$ cat config.mk
export PLATFORM = sky130hd
export DESIGN_NAME = if_id_fetch_stage_flat
export DESIGN_NICKNAME = d
export VERILOG_FILES = /design/src/rtl/if_id_fetch_stage_if.sv /design/src/rtl/if_id_fetch_stage.sv /design/src/flat_wrapper.sv
export SDC_FILE = /design/constraint.sdc
export NUM_CORES = 1
export LEC_CHECK = 0
export ABC_CLOCK_PERIOD_IN_PS = 5230
export CAP_MARGIN = 20
export CORE_ASPECT_RATIO = 1.75
export CORE_MARGIN = 2
export CORE_UTILIZATION = 44
export CTS_CLUSTER_DIAMETER = 60
export DETAILED_ROUTE_END_ITERATION = 7
export GPL_TIMING_DRIVEN = 1
export PLACE_DENSITY = 0.81
export SYNTH_ARGS = -nofsm -noshare
export SYNTH_HDL_FRONTEND = slang
export SYNTH_SLANG_ARGS = --single-unit
$ cat constraint.sdc
create_clock -name CLK -period 5.23 [get_ports CLK]
set_input_delay 1.3075 -clock CLK [delete_from_list [all_inputs] [get_ports CLK]]
set_output_delay 1.3075 -clock CLK [all_outputs]
set_load 0.02 [all_outputs]
$ cat src/rtl/if_id_fetch_stage_if.sv
// Bundle of the fetch stage's control, instruction-memory and IF/ID signals.
// slave: seen from the fetch stage. master: seen from the surrounding pipeline.
interface if_id_fetch_stage_if #(
  parameter int XLEN = 32
);
  // Hazard-unit holds and ID/EX redirect
  logic            PCWrite;
  logic            IF_ID_Write;
  logic            Redirect;
  logic [XLEN-1:0] Redirect_Target;

  // Instruction memory
  logic            imem_ready;
  logic [XLEN-1:0] imem_rdata;
  logic [XLEN-1:0] imem_addr;

  // Fetch PC and IF/ID register contents
  logic [XLEN-1:0] PC;
  logic [XLEN-1:0] IF_ID_PC4;
  logic [XLEN-1:0] IF_ID_Instr;
  logic            IF_ID_Valid;
  logic [4:0]      IF_ID_RegisterRs;
  logic [4:0]      IF_ID_RegisterRt;
  logic [15:0]     Stall_Count;

  modport slave (
    input  PCWrite, IF_ID_Write, Redirect, Redirect_Target,
    input  imem_ready, imem_rdata,
    output imem_addr, PC, IF_ID_PC4, IF_ID_Instr, IF_ID_Valid,
    output IF_ID_RegisterRs, IF_ID_RegisterRt, Stall_Count
  );

  modport master (
    output PCWrite, IF_ID_Write, Redirect, Redirect_Target,
    output imem_ready, imem_rdata,
    input  imem_addr, PC, IF_ID_PC4, IF_ID_Instr, IF_ID_Valid,
    input  IF_ID_RegisterRs, IF_ID_RegisterRt, Stall_Count
  );
endinterface

$ cat src/rtl/if_id_fetch_stage.sv
// Instruction-fetch stage with IF/ID pipeline register.
// Owns the PC, drives imem_addr, and latches {PC+4, instr, valid} into IF/ID.
// Redirect beats both holds; PC and IF/ID holds act independently, so a held
// PC with IF/ID loading fetches (and duplicates) the same word again.
module if_id_fetch_stage #(
  parameter int              XLEN      = 32,
  parameter logic [XLEN-1:0] RESET_PC  = '0,
  parameter logic [XLEN-1:0] NOP_INSTR = '0
) (
  input  logic                CLK,
  input  logic                RST,
  if_id_fetch_stage_if.slave  bus
);

  localparam logic [XLEN-1:0] PC_STEP    = XLEN'(4);
  localparam logic [XLEN-1:0] ALIGN_MASK = ~XLEN'(3);
  localparam logic [15:0]     STALL_MAX  = 16'hFFFF;

  logic [XLEN-1:0] pc_q,    pc_d;
  logic [XLEN-1:0] pc4_q,   pc4_d;
  logic [XLEN-1:0] instr_q, instr_d;
  logic            valid_q, valid_d;
  logic [15:0]     stall_q, stall_d;

  logic [XLEN-1:0] pc_plus4;
  logic [XLEN-1:0] target_aligned;

  // Wraps naturally at 2^XLEN; target is forced to a word boundary.
  assign pc_plus4       = pc_q + PC_STEP;
  assign target_aligned = bus.Redirect_Target & ALIGN_MASK;

  // Next-state selection in priority order: redirect, then independent PC / IF-ID updates.
  always_comb begin
    pc_d    = pc_q;
    pc4_d   = pc4_q;
    instr_d = instr_q;
    valid_d = valid_q;
    stall_d = stall_q;

    if (bus.Redirect) begin
      pc_d    = target_aligned;
      pc4_d   = '0;
      instr_d = NOP_INSTR;
      valid_d = 1'b0;
    end else begin
      if (!bus.PCWrite && bus.imem_ready) begin
        pc_d = pc_plus4;
      end
      if (!bus.IF_ID_Write) begin
        if (bus.imem_ready) begin
          pc4_d   = pc_plus4;
          instr_d = bus.imem_rdata;
          valid_d = 1'b1;
        end else begin
          pc4_d   = '0;
          instr_d = NOP_INSTR;
          valid_d = 1'b0;
        end
      end
    end

    // A redirect edge is not counted as a hold even if PCWrite is up.
    if (bus.PCWrite && !bus.Redirect && (stall_q != STALL_MAX)) begin
      stall_d = stall_q + 16'd1;
    end
  end

  // State registers; reset discards any in-flight fetch or stall.
  always_ff @(posedge CLK or posedge RST) begin
    if (RST) begin
      pc_q    <= RESET_PC;
      pc4_q   <= '0;
      instr_q <= NOP_INSTR;
      valid_q <= 1'b0;
      stall_q <= '0;
    end else begin
      pc_q    <= pc_d;
      pc4_q   <= pc4_d;
      instr_q <= instr_d;
      valid_q <= valid_d;
      stall_q <= stall_d;
    end
  end

  // Only the address and register-field taps are combinational.
  assign bus.imem_addr        = pc_q;
  assign bus.PC               = pc_q;
  assign bus.IF_ID_PC4        = pc4_q;
  assign bus.IF_ID_Instr      = instr_q;
  assign bus.IF_ID_Valid      = valid_q;
  assign bus.IF_ID_RegisterRs = instr_q[25:21];
  assign bus.IF_ID_RegisterRt = instr_q[20:16];
  assign bus.Stall_Count      = stall_q;

endmodule

$ cat src/flat_wrapper.sv
// flat-port wrapper written by rule: the top's interface ports become plain ports
module if_id_fetch_stage_flat 
#(
  parameter int              XLEN      = 32,
  parameter logic [XLEN-1:0] RESET_PC  = '0,
  parameter logic [XLEN-1:0] NOP_INSTR = '0
)
  (CLK, RST, bus_PCWrite, bus_IF_ID_Write, bus_Redirect, bus_Redirect_Target, bus_imem_ready, bus_imem_rdata, bus_imem_addr, bus_PC, bus_IF_ID_PC4, bus_IF_ID_Instr, bus_IF_ID_Valid, bus_IF_ID_RegisterRs, bus_IF_ID_RegisterRt, bus_Stall_Count);
  if_id_fetch_stage_if #(.XLEN(XLEN)) bus_i ();
  input  logic CLK;
  input  logic RST;
  input wire logic [$bits(bus_i.PCWrite)-1:0] bus_PCWrite;
  input wire logic [$bits(bus_i.IF_ID_Write)-1:0] bus_IF_ID_Write;
  input wire logic [$bits(bus_i.Redirect)-1:0] bus_Redirect;
  input wire logic [$bits(bus_i.Redirect_Target)-1:0] bus_Redirect_Target;
  input wire logic [$bits(bus_i.imem_ready)-1:0] bus_imem_ready;
  input wire logic [$bits(bus_i.imem_rdata)-1:0] bus_imem_rdata;
  output wire logic [$bits(bus_i.imem_addr)-1:0] bus_imem_addr;
  output wire logic [$bits(bus_i.PC)-1:0] bus_PC;
  output wire logic [$bits(bus_i.IF_ID_PC4)-1:0] bus_IF_ID_PC4;
  output wire logic [$bits(bus_i.IF_ID_Instr)-1:0] bus_IF_ID_Instr;
  output wire logic [$bits(bus_i.IF_ID_Valid)-1:0] bus_IF_ID_Valid;
  output wire logic [$bits(bus_i.IF_ID_RegisterRs)-1:0] bus_IF_ID_RegisterRs;
  output wire logic [$bits(bus_i.IF_ID_RegisterRt)-1:0] bus_IF_ID_RegisterRt;
  output wire logic [$bits(bus_i.Stall_Count)-1:0] bus_Stall_Count;
  assign bus_i.PCWrite = bus_PCWrite;
  assign bus_i.IF_ID_Write = bus_IF_ID_Write;
  assign bus_i.Redirect = bus_Redirect;
  assign bus_i.Redirect_Target = bus_Redirect_Target;
  assign bus_i.imem_ready = bus_imem_ready;
  assign bus_i.imem_rdata = bus_imem_rdata;
  assign bus_imem_addr = bus_i.imem_addr;
  assign bus_PC = bus_i.PC;
  assign bus_IF_ID_PC4 = bus_i.IF_ID_PC4;
  assign bus_IF_ID_Instr = bus_i.IF_ID_Instr;
  assign bus_IF_ID_Valid = bus_i.IF_ID_Valid;
  assign bus_IF_ID_RegisterRs = bus_i.IF_ID_RegisterRs;
  assign bus_IF_ID_RegisterRt = bus_i.IF_ID_RegisterRt;
  assign bus_Stall_Count = bus_i.Stall_Count;
  if_id_fetch_stage #(.XLEN(XLEN), .RESET_PC(RESET_PC), .NOP_INSTR(NOP_INSTR)) u_core (.CLK(CLK), .RST(RST), .bus(bus_i));
endmodule
==> summary.md <==
| Metric | Value |
|---|---|
| CP Class | flop to primary output |
| Final #Nets | 760 |
| Hold path endpoint | u_core.bus.IF_ID_Instr[2]$_DFFE_PP0P_ |
| Max rail drop VDD | 0.204 mV |
| FF-to-FF setup slack | 3060 ps |
| Critical path fanouts, max | 11 |
| Hold path cells | 1 |
| Max Freq | between 0.3 and 0.4 GHz |
| Crit path arrival time | 1670 ps |
| Largest net degree at the start of global routing | 64 |
| CTS Buffer Depth | 2 |
| Fillcell total | 1,051 |
| Worst skew pair latency | 350 ps |
| Worst-path clk slew | 70 ps |
| Initial DRT Pass Iterations | 4 |
| RR Startpoint | u_core.bus.PC[13]$_DFFE_PP0N_ |
| Reg2Reg Capture Point | u_core.bus.IF_ID_PC4[31]$_DFFE_PP0P_ |
| Sequential area share after synthesis | 0.494 |
| Core ar. | 0.0124 mm^2 |
| Worst Tran Pin Value | between 700 and 800 ps |
| Die Y | 153 um |
| Synth unique cells | 45 |
| Period minus WS final | 2980 ps |
| # IOs | 225 |
| Hold crit path type | flop to flop |
| Number of gates resized after CTS | 0 |
| GRT Residual Overflow | 0 |
| Cell family with most CP delay | buffers and inverters |
| Hpwl dp | 11,600 um |
| Die width | 89.1 um |
| Post-synth EDFFs | 0 |
| Synth-to-Final Area Change | 41.1% |
| Max-slew violations | 0 |
| MaxCap Viol Count | 0 |
| Most frequent cell after synthesis | dfrtp_1 |
| Status | finished, final reports clean |
| Top cells by area, synth | dfrtp_1 (49%), a22o_1 (9.7%), xnor2_1 (6.9%) |
| Critical Path RT | between 3000 and 4000 ps |
| Final period utilization | 0.569 |
| Die area | 0.0136 mm^2 |
| Commonest cells in the netlist | dfrtp_1 (110), a22o_1 (62), nand2_1 (51) |
| Slowest stage delay, CP | 700 ps |
| Relative slew slack | 0.508 |
| Synth Instances | 529 |
| TritonCTS buffer count | 9 |
| Source of the worst hold timing path | u_core.bus.IF_ID_Instr[2]$_DFFE_PP0P_ |
| PD cells | 286 mW/mm^2 |
| Vias in the first global route | roughly 4,600 |
| Placed Instance Area | 0.00755 mm^2 |
| First-pass GRT wire length | between 20,000 and 25,000 um |
| Synthesis Warnings | 0 |
| Root buf cell | clkbuf_16 |
| Met3 usage | 0.0459 |
| Post-CTS setup buffers | 0 |
| Initial drt markers | 187 |
| Routability cong. | 0.847 |
| Async SR Flop Fraction | 1.00 |
| Layout cells sized above 1 | 0.0635 |
| Top Usage Layer GRT | met2 |
| Area share of the largest cell type after synthesis | 0.494 |
| H-tree lvl count | 3 |
| Synth Flop Type | dfrtp_1 |
| Element type at the critical path end | primary output |
| Vias/cell | 5.33 |
| ANT cells | 0 |
| Crit path launch type | flop |
| Met1 Use GR | 0.255 |
| Average size of a mapped cell | 10.5 um^2 |
| CP Cell Sequence | clkdlybuf4s50_1 |
| Post-synthesis instance area | ~0.0056 mm^2 |
| RSZ-0062 raised after global routing | false |
| #FFs+latches synth | 110 |
| Routed WL | 15,500 um |
| Met2 usage in global routing | 0.413 |
| CTS tree | yes |
| Wirelength per Cell | roughly 18 um |
| I/O Buffers | 218 |
| Routed Antenna Nets | 0 |
| Setup-failing EPs final | 0 |
| Design area | 0.00786 mm^2 |
| Initial Util | 0.448 |
| Post-route DRC violation count | 0 |
| Row cnt | 54 |
| Fin Clk Skew | 9.08 ps |
| Clk sinks | 110 |
| Final Hold Fails | 0 |
| DR vias | ~4,600 |
| GRT Overall Usage | 0.230 |
| Hold buffer count at CTS | 0 |
| Cell taking the most area after synthesis | dfrtp_1 |
| Worst path bufs/invs | 1 |
| Slowest CP cell | clkdlybuf4s50_1 |
| P_leak | around 3.2 nW |
| Post-route setup TNS | 0 ps |
| Initial antenna violation count | 0 |
| R2r worst-path depth | 5 |
| Stages on the worst setup path | 1 |
## worst max-delay path by stage
stage	from	to	slack (ps)
6_report	u_core.bus.PC[13]$_DFFE_PP0N_	bus_imem_addr[13]	2250
5_1_grt	u_core.bus.PC[13]$_DFFE_PP0N_	bus_imem_addr[13]	2210
4_1_cts	u_core.bus.PC[13]$_DFFE_PP0N_	bus_imem_addr[13]	2240
3_5_place_dp	bus_PCWrite	u_core.bus.Stall_Count[15]$_DFFE_PP0P_	1960
3_3_place_gp	bus_PCWrite	u_core.bus.Stall_Count[15]$_DFFE_PP0P_	1970
2_1_floorplan	RST	u_core.bus.IF_ID_Instr[0]$_DFFE_PP0P_	1020
## cell type report
class,instances,area (um^2),area share
timing repair buffer,225,2230,0.284
clock inverter,6,70.1,0.00891
inverter,7,28.8,0.00366
clock buffer,10,239,0.0304
tap,168,210,0.0267
multi-input combinational,335,2330,0.297
sequential,110,2750,0.350
## placed cells by master, fill, tap and decap left out, types with 4 or more instances in the layout
master	Yosys	routed
a22o_1	62	62
and2_1	4	4
and3_1	5	5
buf_4	46	7
clkbuf_16	0	9
clkdlybuf4s50_1	0	217
conb_1	1	4
dfrtp_1	110	110
inv_1	6	5
nand2_1	51	51
nand3_1	28	28
nand4_1	17	17
nor2_1	18	18
nor3_1	11	11
o21ai_0	5	5
o21ai_1	22	22
xnor2_1	44	44
xor2_1	25	25
## routing by layer
metal  wire length [um]  up-vias
li1                   -     2124
met1               5560     2228
met2               8400      202
met3               1000       39
met4                571        0
met5                  0        -
## power by group
| group | switching (mW) | internal, mW | total [mW] | leakage, nW |
|---|---|---|---|---|
| clock | 0.319 | 0.388 | 0.707 | 0.153 |
| combinational | 0.266 | 0.263 | 0.529 | 1.64 |
| sequential | 0.102 | 0.912 | 1.01 | 1.45 |
## flip-flops by register name, summed over array words and instances (netlist names)
name / flops
u_core.bus.IF_ID_Valid: 1
u_core.bus.IF_ID_Instr: 32
u_core.bus.PC: 30
u_core.bus.IF_ID_PC4: 31
u_core.bus.Stall_Count: 16
## worst register-to-register path: stages, from the launching register on
cell and delay (ps):
dfrtp_1 630, nand3_1 250, nor4_4 640, nand3_1 200, xnor2_1 160, a22o_1 190
## cells by family after synthesis
| kind of cell | share of synthesized area |
|---|---|
| AO/OA/AOI/OAI | 0.132 |
| adder cells (fa/ha/maj) | 0.00449 |
| AND/OR/NAND/NOR | 0.159 |
| flip-flops | 0.494 |
| multiplexers | 0.00966 |
| XOR/XNOR | 0.108 |
| buffers and inverters | 0.0916 |
| other | 0.000673 |
## metrics by stage
stage,hold WS [ps],worst slack (ps),utilization,power (mW),cells
2_1_floorplan,595,1020,-,1.31,532
3_3_place_gp,462,1970,0.608,1.54,845
3_5_place_dp,490,1960,0.608,1.56,845
4_1_cts,511,2240,0.632,2.27,861
5_1_grt,521,2210,0.632,2.34,861
6_report,506,2250,0.632,2.25,861
Power figures use the tool's default switching activity.
